File: src/rtl/arith_pkg.sv
// arith_pkg -- shared arithmetic-unit definitions.
//   state_t         : sequencer states (IDLE, INIT, ITER, FIX, DONE) used by
//                     the sequential divider.
//   twos_complement : modulo-2^ARITH_MAX_W negation, also used by the
//                     sequential Booth multiplier. Callers cast the result
//                     back down to their own width.
//   cnt_width       : width of an iteration counter that must hold n.
//   CNT_W           : counter width for the default 8-bit datapath.
package arith_pkg;

  localparam int ARITH_MAX_W   = 64;
  localparam int ARITH_N_DEFAULT = 8;

  typedef enum logic [2:0] {
    IDLE = 3'd0,
    INIT = 3'd1,
    ITER = 3'd2,
    FIX  = 3'd3,
    DONE = 3'd4
  } state_t;

  function automatic logic [ARITH_MAX_W-1:0] twos_complement(
    input logic [ARITH_MAX_W-1:0] v
  );
    return ~v + ARITH_MAX_W'(1);
  endfunction

  function automatic int cnt_width(input int n);
    return $clog2(n + 1);
  endfunction

  localparam int CNT_W = $clog2(ARITH_N_DEFAULT + 1);

endpackage

File: src/rtl/nr_div_step.sv
// nr_div_step -- one combinational non-restoring division iteration.
// Ports:
//   a      [N:0]   partial remainder (two's complement, N+1 bits)
//   q      [N-1:0] partial quotient / remaining dividend bits
//   m      [N-1:0] divisor magnitude (unsigned)
//   a_next [N:0]   partial remainder after shift and add/subtract
//   q_next [N-1:0] quotient shifted left with the new quotient bit in bit 0
module nr_div_step #(
  parameter int N = 8
) (
  input  logic [N:0]   a,
  input  logic [N-1:0] q,
  input  logic [N-1:0] m,
  output logic [N:0]   a_next,
  output logic [N-1:0] q_next
);

  logic [N:0] a_shift;

  // {A,Q} shifted left: the top bit of Q moves into A.
  assign a_shift = {a[N-1:0], q[N-1]};

  // Sign of the old A picks subtract (A >= 0) or add-back (A < 0).
  assign a_next = a[N] ? (a_shift + {1'b0, m}) : (a_shift - {1'b0, m});

  // New quotient bit is 1 when the partial remainder stayed non-negative.
  assign q_next = {q[N-2:0], ~a_next[N]};

endmodule

File: src/rtl/seq_nonrestoring_divider.sv
// seq_nonrestoring_divider -- multi-cycle non-restoring integer divider,
// one quotient bit per clock.
// Ports:
//   clk          rising-edge clock
//   reset_n      asynchronous active-low reset
//   start        request pulse, sampled only in IDLE
//   dividend     N-bit dividend, captured when start is accepted
//   divisor      N-bit divisor, captured when start is accepted
//   quotient     N-bit quotient, truncated toward zero
//   remainder    N-bit remainder, sign follows the dividend
//   busy         high from the cycle after acceptance until DONE completes
//   done         one-cycle pulse; results valid from this cycle onward
//   div_by_zero  last operation had a zero divisor
//   overflow     last operation was most-negative / -1 (signed build only)
// Configuration:
//   SEQ_DIV_SIGNED_EN defined   -> two's-complement operands
//   SEQ_DIV_SIGNED_EN undefined -> unsigned operands, overflow is always 0
module seq_nonrestoring_divider
  import arith_pkg::*;
#(
  parameter int N = 8
) (
  input  logic         clk,
  input  logic         reset_n,
  input  logic         start,
  input  logic [N-1:0] dividend,
  input  logic [N-1:0] divisor,
  output logic [N-1:0] quotient,
  output logic [N-1:0] remainder,
  output logic         busy,
  output logic         done,
  output logic         div_by_zero,
  output logic         overflow
);

  localparam int CW = cnt_width(N);
  localparam logic [N-1:0] MOST_NEG = {1'b1, {(N-1){1'b0}}};

  state_t        state_reg;
  logic [N:0]    a_reg;
  logic [N-1:0]  q_reg;
  logic [N-1:0]  m_reg;
  logic [CW-1:0] count_reg;
  logic          sd_reg;
  logic          sv_reg;
  logic          dz_reg;
  logic          ov_reg;

  logic          sd_in;
  logic          sv_in;
  logic          ov_in;
  logic          dz_in;

`ifdef SEQ_DIV_SIGNED_EN
  assign sd_in = dividend[N-1];
  assign sv_in = divisor[N-1];
  assign ov_in = (dividend == MOST_NEG) && (&divisor);
`else
  assign sd_in = 1'b0;
  assign sv_in = 1'b0;
  assign ov_in = 1'b0;
`endif
  assign dz_in = (divisor == '0);

  // Negations used for magnitudes in INIT and sign fix-up in FIX. Q holds the
  // raw dividend in INIT and the unsigned quotient in FIX, so one negator
  // serves both.
  logic [N-1:0] q_neg;
  logic [N-1:0] m_neg;
  logic [N:0]   a_fix;
  logic [N-1:0] r_neg;

  assign q_neg = N'(twos_complement(ARITH_MAX_W'(q_reg)));
  assign m_neg = N'(twos_complement(ARITH_MAX_W'(m_reg)));
  // Final add-back when the last iteration left a negative partial remainder.
  assign a_fix = a_reg[N] ? (a_reg + {1'b0, m_reg}) : a_reg;
  assign r_neg = N'(twos_complement(ARITH_MAX_W'(a_fix[N-1:0])));

  logic [N:0]   a_step;
  logic [N-1:0] q_step;

  nr_div_step #(.N(N)) u_step (
    .a      (a_reg),
    .q      (q_reg),
    .m      (m_reg),
    .a_next (a_step),
    .q_next (q_step)
  );

  always_ff @(posedge clk or negedge reset_n) begin
    if (!reset_n) begin
      state_reg   <= IDLE;
      a_reg       <= '0;
      q_reg       <= '0;
      m_reg       <= '0;
      count_reg   <= '0;
      sd_reg      <= 1'b0;
      sv_reg      <= 1'b0;
      dz_reg      <= 1'b0;
      ov_reg      <= 1'b0;
      quotient    <= '0;
      remainder   <= '0;
      busy        <= 1'b0;
      done        <= 1'b0;
      div_by_zero <= 1'b0;
      overflow    <= 1'b0;
    end else begin
      done <= 1'b0;
      case (state_reg)
        IDLE: begin
          if (start) begin
            // Raw operands parked in Q/M; INIT turns them into magnitudes,
            // special cases use the raw dividend directly.
            q_reg       <= dividend;
            m_reg       <= divisor;
            a_reg       <= '0;
            sd_reg      <= sd_in;
            sv_reg      <= sv_in;
            dz_reg      <= dz_in;
            ov_reg      <= ov_in;
            div_by_zero <= 1'b0;
            overflow    <= 1'b0;
            busy        <= 1'b1;
            state_reg   <= (dz_in || ov_in) ? DONE : INIT;
          end
        end
        INIT: begin
          a_reg     <= '0;
          q_reg     <= sd_reg ? q_neg : q_reg;
          m_reg     <= sv_reg ? m_neg : m_reg;
          count_reg <= CW'(N);
          state_reg <= ITER;
        end
        ITER: begin
          a_reg     <= a_step;
          q_reg     <= q_step;
          count_reg <= count_reg - CW'(1);
          if (count_reg == CW'(1)) begin
            state_reg <= FIX;
          end
        end
        FIX: begin
          a_reg     <= a_fix;
          quotient  <= (sd_reg ^ sv_reg) ? q_neg : q_reg;
          remainder <= sd_reg ? r_neg : a_fix[N-1:0];
          state_reg <= DONE;
        end
        DONE: begin
          busy <= 1'b0;
          done <= 1'b1;
          if (dz_reg) begin
            quotient    <= '1;
            remainder   <= q_reg;
            div_by_zero <= 1'b1;
          end
          if (ov_reg) begin
            quotient  <= MOST_NEG;
            remainder <= '0;
            overflow  <= 1'b1;
          end
          state_reg <= IDLE;
        end
        default: state_reg <= IDLE;
      endcase
    end
  end

endmodule
File: config.mk
export PLATFORM = sky130hd
export DESIGN_NAME = seq_nonrestoring_divider
export DESIGN_NICKNAME = d
export VERILOG_FILES = /design/src/rtl/arith_pkg.sv /design/src/rtl/nr_div_step.sv /design/src/rtl/seq_nonrestoring_divider.sv
export SDC_FILE = /design/constraint.sdc
export NUM_CORES = 1
export LEC_CHECK = 0
export ABC_AREA = 1
export BUFFER_PORTS_ARGS = -buffer_cell sky130_fd_sc_hd__buf_2
export CORE_AREA = 2 2 82 84
export DETAILED_ROUTE_END_ITERATION = 16
export DIE_AREA = 0 0 84 86
export MAX_ROUTING_LAYER = met4
export PLACE_DENSITY = 0.83
export SYNTH_ARGS = -nofsm -noshare
export SYNTH_HDL_FRONTEND = slang
export SYNTH_SLANG_ARGS = --single-unit
File: constraint.sdc
create_clock -name clk -period 2.24 [get_ports clk]
set_input_delay 0.112 -clock clk [delete_from_list [all_inputs] [get_ports clk]]
set_output_delay 0.112 -clock clk [all_outputs]
set_load 0.005 [all_outputs]
==> metrics.cfg, run 1 <==
[routing]
drtIter0Drc = 211
drc_errors = 0
vias_per_cell = 5.35
ant_nets = 0
vias = 3006
drt-total-wl_microns = 8170
first_pass_iters = 4
wl_per_cell_microns = 14.5

[global_route]
grt_max_degree = 31
antenna_found_initial = 0
globalRouteOverflowTotal = 0
grt_pass1_vias = 2975
gr-usage-all-layers_pct = 24.0
grt_pass1_wl_microns = 13500

[sta]
tns_ns = -0.0428
fin_crit_sh_pct = 102
post-route-min-period_ns = 2.28
worst_slack_ns = -0.0428
max_freq_ghz = 0.438
hold_viol = 0
slew_headroom_pct = 27.4
tightestPinTransition_ns = 1.08
slew_viol_final = 0
rsz0062_at_grt = yes
hold_ws_ns = 0.00492
fin_worst_skew_ns = 0.0101
setup_viol = 1

[min_path]
hold_path_end = m_reg[5]
hold_path_depth = 3
worstHoldPathType = in2reg
min-delay-start = divisor[5]

[placement]
dp.cells = 547
io_buffers = 37
place_congestion = 0.972
place_hpwl_microns = 6040

[synthesis]
ys_seq_elements = 52
synthArstFlopShare_pct = 100
ys_warn_count = 0
syn-instance-count = 425
synth_nets = 467
ys_types = 43
synth_seq_area_share_pct = 39.9
synth_edf_count = 0
ys.flop_type = dfrtp_1
synth_area_sq_mm = 0.00326
synth.avg_cell_area_sq_um = 7.67

[clocking]
cts_tree = yes
cts_sinks = 52
cts_buffer_depth = 2
clock-root-buffer = clkbuf_8
clock_latency_ns = 0.33
cts-buffers-inserted = 5
htreeDepth = 2
path_clk_slew_ns = 0.11

[layout]
num-nets-final = 526
largest_reg_flops = 9
nFillCells = 555
layout.cells.non_filler = 562
syn2layout_area_growth_pct = 19.3
drive_gt1_share_pct = 24.7
insertedDiodeCount = 0

[status]
violations = negative setup slack
status = finished, violations left

[worst_setup_path]
worst_path_largest_cell_delay_ns = 0.44
crit_start = m_reg[0]
reg2reg_from = m_reg[0]
cp.required_ns = 2.46
critical_path_class = reg2reg
r2r-end = q_reg[0]
crit_chain = o31ai_2 -> buf_4 -> buf_6 -> nand2_2 -> xor2_1 -> ha_1 -> a21oi_2 -> o21a_1 -> nand2_2 -> nand3_2 -> nand3_2 -> nand2_1 -> nand2_1
r2r_cells = 13
end_kind = register
crit_family = compound AO/OA/AOI/OAI gates
critPathBufInv = 2
worst_ep_arrival_time_ns = 2.50
crit_slowest_cell = dfrtp_1
r2r_setup_slack_ns = -0.04
critPathLaunchType = register
worstPathMaxFanout = 3

[floorplan]
pin_count = 39
die_y_microns = 86
core_sq_mm = 0.00628
dieArea_sq_mm = 0.00722
die_w_microns = 84
start_util_pct = 51.9
placementRows = 29

[power_and_ir_drop]
power_density_mw_per_mm2 = 1700
power.leakage_nw = 2.03
vdd_ir_drop_max_v = 0.000993

[job]
max_cap_viol_count = 0

==> Yosys cell counts, types with 4 or more instances <==
cell type	count	share of area, %
nand3_1	24	3.7
nand2_1	113	13
buf_2	8	1.2
ha_1	21	8.1
nor2_1	34	3.9
a21oi_1	24	3.7
o21ai_1	6	0.92
o31ai_1	4	0.92
o211ai_1	7	1.6
o21ai_0	28	4.3
dfrtp_1	52	40
inv_2	4	0.46
inv_1	52	6.0
==> cells by family after synthesis <==
logic type	count (synthesis)	share of synthesized area, %
AND/OR/NAND/NOR	184	23.8
AO/OA/AOI/OAI	89	16.2
buffers and inverters	70	9.02
flip-flops	52	39.9
adder cells (fa/ha/maj)	23	9.29
XOR/XNOR	6	1.61
other	1	0.115
==> worst max-delay path by stage <==
stage	endpoint	slack (ns)	cells after the start
2_1_floorplan	q_reg[0]	0.08	18
3_3_place_gp	q_reg[0]	-0.01	12
3_5_place_dp	q_reg[0]	-0.08	18
4_1_cts	q_reg[0]	0.005	12
5_1_grt	q_reg[0]	-0.15	14
6_report	q_reg[0]	-0.04	13
==> through the flow <==
| step | instance area [sq um] | setup WS (ns) | utilization [%] | power, W |
|---|---|---|---|---|
| 2_1_floorplan | 3260 | 0.0773 | - | 0.00429 |
| 3_3_place_gp | 3620 | -0.0140 | 57.7 | 0.00536 |
| 3_5_place_dp | 3620 | -0.0806 | 57.7 | 0.00548 |
| 4_1_cts | 3740 | 0.00502 | 59.6 | 0.00613 |
| 5_1_grt | 3890 | -0.151 | 61.9 | 0.00720 |
| 6_report | 3890 | -0.0428 | 61.9 | 0.00660 |
==> timing repair <==
action                                  4_1_cts  5_1_grt
hold endpoints to repair                     28        0
hold buffers                                  1        0
endpoints found under the setup margin        4        8
setup buffers                                 0        6
gates resized for setup                       5       36
pin swaps                                     1       24
==> cell type report <==
cell class | instances | area (sq um) | share of cell area, %
clock buffer | 5 | 68.8 | 1.77
clock inverter | 3 | 27.5 | 0.708
inverter | 57 | 216 | 5.57
multi-input combinational | 303 | 1770 | 45.6
sequential | 52 | 1300 | 33.5
tap | 77 | 96.3 | 2.48
timing repair buffer | 65 | 405 | 10.4
==> worst reg2reg max path, delay by kind of cell (launching register included) <==
family,cells,cell delay [ns]
XOR/XNOR,1,0.14
buffers and inverters,2,0.26
adder cells (fa/ha/maj),1,0.35
flip-flops,1,0.44
AND/OR/NAND/NOR,6,0.40
AO/OA/AOI/OAI,3,0.60
==> metal layers <==
metal / part of all wire, % / track usage (%)
met3: 5.0 / 3.27
met5: 0 / -
met4: 1.9 / 7.04
met2: 51 / 43.5
met1: 42 / 27.9
==> placed cells by master (no fill, tap or decap), types with 7 or more instances in the layout <==
cell type / instances
a21oi_1: 18
buf_2: 37
buf_4: 25
dfrtp_1: 52
ha_1: 19
inv_1: 44
inv_2: 12
nand2_1: 106
nand2_2: 10
nand3_1: 20
nor2_1: 34
o211ai_1: 7
o21ai_0: 22
o21ai_1: 10
==> power by group <==
part | internal, W | switching [W]
logic | 0.00179 | 0.00249
registers | 0.00136 | 0.000357
clock network | 0.000230 | 0.000364
total | 0.00339 | 0.00321
Power figures use the tool's default switching activity.
==> run 2: changes to the inputs <==
- TNS_END_PERCENT: unset -> 10
==> metrics.cfg, run 2 (synthesis gave the netlist of run 1 again) <==
[routing]
ant_nets = 0  ; unchanged
drtIter0Drc = 172  ; -18%
drc_errors = 0  ; unchanged
drt-total-wl_microns = 8000  ; -2.0%
wl_per_cell_microns = 14.3  ; -1.5%
vias = 2988  ; -0.60%
first_pass_iters = 5  ; +1
vias_per_cell = 5.35  ; about the same

[power_and_ir_drop]
vdd_ir_drop_max_v = 0.000979  ; -1.4%
power_density_mw_per_mm2 = 1680  ; -0.80%
power.leakage_nw = 2.02  ; -0.66%

[layout]
drive_gt1_share_pct = 23.2  ; -1.5 points
num-nets-final = 523  ; -0.57%
insertedDiodeCount = 0  ; unchanged
largest_reg_flops = 9  ; unchanged
syn2layout_area_growth_pct = 17.9
layout.cells.non_filler = 559  ; -0.53%
mostFrequentLayoutCells = nand2_1 (107), dfrtp_1 (52), inv_1 (46)
nFillCells = 563  ; +1.4%
mostFrequentLayoutCell = nand2_1

[floorplan]
start_util_pct = 51.9  ; unchanged
pin_count = 39  ; unchanged
core_sq_mm = 0.00628  ; unchanged
dieArea_sq_mm = 0.00722  ; unchanged
die_w_microns = 84  ; unchanged
die_y_microns = 86  ; unchanged
placementRows = 29  ; unchanged

[sta]
worst_slack_ns = -0.0392  ; +0.00362 ns
slew_headroom_pct = 27.9  ; +0.46 points
fin_crit_sh_pct = 102  ; -0.16 points
rsz0062_at_grt = yes
setup_viol = 1  ; unchanged
slew_viol_final = 0  ; unchanged
hold_viol = 0  ; unchanged
post-route-min-period_ns = 2.28  ; -0.00362 ns
tns_ns = -0.0392  ; +0.00362 ns
max_freq_ghz = 0.439  ; +0.16%
tightestPinTransition_ns = 1.07  ; -0.00682 ns
fin_worst_skew_ns = 0.00861  ; -0.00144 ns

[worst_setup_path]
worstPathMaxFanout = 3  ; unchanged
cp.required_ns = 2.46  ; about the same
critPathLaunchType = register
worst_ep_arrival_time_ns = 2.50  ; about the same
end_kind = register
critical_path_class = reg2reg

[clocking]
path_clk_slew_ns = 0.11  ; about the same
clock_latency_ns = 0.32  ; about the same
clock-root-buffer = clkbuf_8
htreeDepth = 2  ; unchanged
cts_buffer_depth = 2  ; unchanged
cts_tree = yes
cts_sinks = 52  ; unchanged
cts-buffers-inserted = 5  ; unchanged

[status]
status = finished, violations left
violations = negative setup slack

[placement]
io_buffers = 37  ; unchanged
place_congestion = 0.972  ; unchanged
place_hpwl_microns = 6040  ; unchanged
dp.cells = 547  ; unchanged

[global_route]
grt_pass1_vias = 2975  ; unchanged
grt_pass1_wl_microns = 13500  ; unchanged
grt_max_degree = 31  ; unchanged
globalRouteOverflowTotal = 0  ; unchanged
antenna_found_initial = 0  ; unchanged
gr-usage-all-layers_pct = 24.0  ; unchanged

[min_path]
worstHoldPathType = in2reg

[job]
max_cap_viol_count = 0  ; unchanged

-- run 2: metrics by stage --
step	total power (W)	setup WS, ns	hold WS, ns	area [sq um]	util [%]
global placement	0.00536	-0.0140	0.192	3620	57.7
floorplan	0.00429	0.0773	-0.184	3260	-
global route	0.00709	-0.189	0.0218	3840	61.2
detailed placement	0.00548	-0.0806	0.206	3620	57.7
finish	0.00647	-0.0392	0.00789	3840	61.2
CTS	0.00613	0.00502	0.00576	3740	59.6
-- run 2: final cells by class --
type	count	area (sq um)	share of cell area (%)
inverters	57	216	5.64
multi-input cells	303	1750	45.6
repair buffers	62	379	9.87
clock inverters	3	27.5	0.717
well taps	77	96.3	2.51
clock buffers	5	68.8	1.79
flip-flops and latches	52	1300	33.9
-- run 2: worst paths after layout --
| kind | from | to | slack (ns) | cells past startpoint |
|---|---|---|---|---|
| hold / removal | divisor[5] | m_reg[5] | 0.008 | 3 |
| setup / recovery | m_reg[0] | q_reg[0] | -0.04 | 13 |
| min in group asynchronous | reset_n | m_reg[7] | 0.36 | 2 |
| hold reg to reg | div_by_zero | div_by_zero | 0.48 | 2 |
| setup reg to reg | m_reg[0] | q_reg[0] | -0.04 | 13 |
| max in group asynchronous | reset_n | remainder[6] | 1.23 | 3 |
-- run 2: per-layer routing --
layer	up-vias	part of all wire, %	GRT usage (%)
met2	69	50	43.5
li1	1497	-	-
met5	-	0	-
met1	1411	44	27.9
met3	11	3.9	3.27
met4	0	1.4	7.04
-- run 2: what timing repair did --
item                                    4_1_cts  5_1_grt
endpoints found under the setup margin        4        8
hold endpoints to repair                     28        0
hold buffers                                  1        0
resized for setup                             5       29
setup buffers                                 0        3
pin swaps                                     1       18
-- run 2: worst max-delay path: stages, from the launching register on --
cell     delay (ns)
dfrtp_1        0.43
o31ai_2        0.30
buf_4          0.17
buf_6          0.09
nand2_2        0.04
xor2_1         0.14
ha_1           0.35
a21oi_2        0.15
o21a_1         0.16
nand2_2        0.08
nand3_2        0.08
nand3_2        0.07
nand2_1        0.07
nand2_1        0.05
-- run 2: where the power goes --
part	total [W]	switching (W)	internal (W)	leakage, nW
clock	0.000587	0.000357	0.000230	0.0463
combinational	0.00416	0.00243	0.00173	1.34
sequential	0.00172	0.000353	0.00136	0.638
==> run 3: changes to the inputs <==
- BUFFER_PORTS_ARGS: -buffer_cell sky130_fd_sc_hd__buf_2 -> unset
- CORE_AREA: 2 2 82 84 -> 2 2 78 80
- DIE_AREA: 0 0 84 86 -> 0 0 80 82
- DONT_BUFFER_PORTS: unset -> 1
- PLACE_DENSITY: 0.83 -> 0.84
==> metrics.cfg, run 3 (synthesis gave the netlist of run 1 again) <==
[global_route]
grt_pass1_wl_microns = 12700  ; -5.5%
antenna_found_initial = 0  ; unchanged
grt_pass1_vias = 2812  ; -5.5%
globalRouteOverflowTotal = 0  ; unchanged
grt_max_degree = 53  ; +71%
gr-usage-all-layers_pct = 25.8  ; +1.8 points

[sta]
slew_viol_final = 0  ; unchanged
fin_crit_sh_pct = 99.7  ; -2.1 points
hold_viol = 1  ; +1
slew_headroom_pct = 28.4  ; +0.48 points
rsz0062_at_grt = yes
post-route-min-period_ns = 2.23  ; -0.0467 ns
fin_worst_skew_ns = 0.0107  ; +0.00211 ns
tightestPinTransition_ns = 1.07  ; -0.00720 ns
tns_ns = 0  ; +0.0392 ns
hold_ws_ns = -0.00249  ; -0.0104 ns
max_freq_ghz = 0.448  ; +2.1%
setup_viol = 0  ; -1

[power_and_ir_drop]
swShare_pct = 48.4  ; -0.23 points
power_density_mw_per_mm2 = 1710  ; +1.8%
vdd_ir_drop_max_v = 0.00100  ; +2.4%
comb_power_share_pct = 62.4  ; -2.0 points
p_clk_share_pct = 10.2  ; +1.1 points
power.leakage_nw = 1.92  ; -5.1%
pwr-share-seq_pct = 27.3  ; +0.8 points
intPower_w = 0.00332  ; -0.17%
power.total_w = 0.00643  ; -0.60%
power_switching_w = 0.00311  ; -1.1%

[layout]
nFillCells = 486  ; -14%
syn2layout_area_growth_pct = 15.1
multiInputGateArea_sq_mm = 0.00174  ; -0.93%
seqCellArea_sq_mm = 0.00130  ; unchanged
insertedDiodeCount = 0  ; unchanged
mostFrequentLayoutCell = nand2_1
drive_gt1_share_pct = 15.5  ; -7.8 points
num-nets-final = 494  ; -5.5%
mostFrequentLayoutCells = nand2_1 (110), dfrtp_1 (52), inv_1 (47)
layout.cells.non_filler = 528  ; -5.5%
largest_reg_flops = 9  ; unchanged

[status]
status = finished, violations left
violations = negative hold slack

[routing]
ant_nets = 0  ; unchanged
vias_per_cell = 5.59  ; +4.6%
drtIter0Drc = 211  ; +23%
wl_per_cell_microns = 15.5  ; +8.0%
vias = 2953  ; -1.2%
first_pass_iters = 5  ; unchanged
drc_errors = 0  ; unchanged
drt-total-wl_microns = 8160  ; +2.0%

[floorplan]
die_w_microns = 80  ; -4.8%
placementRows = 28  ; -3.4%
pin_count = 39  ; unchanged
core_sq_mm = 0.00575  ; -8.5%
dieArea_sq_mm = 0.00656  ; -9.2%
start_util_pct = 56.7  ; +4.8 points
die_y_microns = 82  ; -4.7%

[clocking]
htreeDepth = 2  ; unchanged
clock-root-buffer = clkbuf_8
cts_tree = yes
cts_buffer_depth = 2  ; unchanged
path_clk_slew_ns = 0.10  ; about the same
clock_latency_ns = 0.31  ; about the same
cts-buffers-inserted = 5  ; unchanged
cts_sinks = 52  ; unchanged

[min_path]
worstHoldPathType = in2reg

[worst_setup_path]
crit_chain = o31ai_2 -> buf_4 -> o21ai_2 -> xor2_1 -> ha_1 -> a21oi_2 -> o21a_1 -> nand2_1 -> nand3_1 -> nand3_2 -> nand2_1 -> nand2_1
worst_path_largest_cell_delay_ns = 0.41  ; -0.02 ns
critPathLaunchType = register
worstPathMaxFanout = 3  ; unchanged
crit_slowest_cell = dfrtp_1
critPathBufInv = 1  ; -1
critical_path_class = reg2reg
crit_family = compound AO/OA/AOI/OAI gates
end_kind = register
cp.required_ns = 2.45  ; about the same
worst_ep_arrival_time_ns = 2.44  ; -0.06 ns
cp_common_cell = nand2_1

[placement]
io_buffers = 0  ; -100%
place_hpwl_microns = 5970  ; -1.2%
place_congestion = 0.984  ; +1.2%
dp.cells = 506  ; -7.5%

[job]
max_cap_viol_count = 0  ; unchanged

==> run 3: through the flow <==
stage	setup WS (ns)	cell area, sq um	hold WS, ns	util (%)
detailed placement	-0.0921	3420	-0.182	59.5
floorplan	0.0773	3260	-0.184	-
global route	-0.101	3750	0.0132	65.3
finish	0.00756	3750	-0.00249	65.3
global placement	0.0168	3420	-0.182	59.5
CTS	-0.0177	3680	0.00221	64.1
==> run 3: per-layer routing <==
metal / share of wire (%) / global-route usage (%) / vias up
met2: 51 / 45.3 / 94
li1: - / - / 1445
met5: 0 / - / -
met3: 5.2 / 3.52 / 24
met1: 41 / 31.0 / 1390
met4: 2.7 / 8.14 / 0
==> run 3: area by class of cell <==
type,instances,area share [%]
clock buffers,5,1.83
clock inverters,3,1.13
inverters,57,5.77
multi-input cells,303,46.3
flip-flops and latches,52,34.7
well taps,75,2.50
repair buffers,33,7.81
==> run 3: final timing paths <==
check / start / endpoint / slack [ns] / cells past startpoint
max in group asynchronous: reset_n / quotient[0] / 1.70 / 2
min in group asynchronous: reset_n / m_reg[5] / 0.28 / 2
worst max register to register: m_reg[2] / q_reg[0] / 0.008 / 12
worst min register to register: count_reg[3] / count_reg[3] / 0.49 / 1
worst min-delay path: dividend[3] / q_reg[3] / -0.002 / 2
worst max-delay path: m_reg[2] / q_reg[0] / 0.008 / 12
==> run 3: power groups by stage <==
| stage | Clock [W] | Sequential [W] | Combinational, W |
|---|---|---|---|
| 4_1_cts | 0.000652 | 0.00174 | 0.00375 |
| 5_1_grt | 0.000692 | 0.00181 | 0.00449 |
| 2_1_floorplan | 0 | 0.00166 | 0.00263 |
| 3_5_place_dp | 0 | 0.00176 | 0.00358 |
| 3_3_place_gp | 0 | 0.00173 | 0.00343 |
| 6_report | 0.000657 | 0.00176 | 0.00401 |
==> run 3: timing repair <==
item | CTS | global route
pin swaps | 3 | 15
resized for setup | 9 | 21
setup buffers | 1 | 2
hold endpoints to repair | 61 | 0
hold buffers | 11 | 0
setup endpoints to repair | 6 | 8
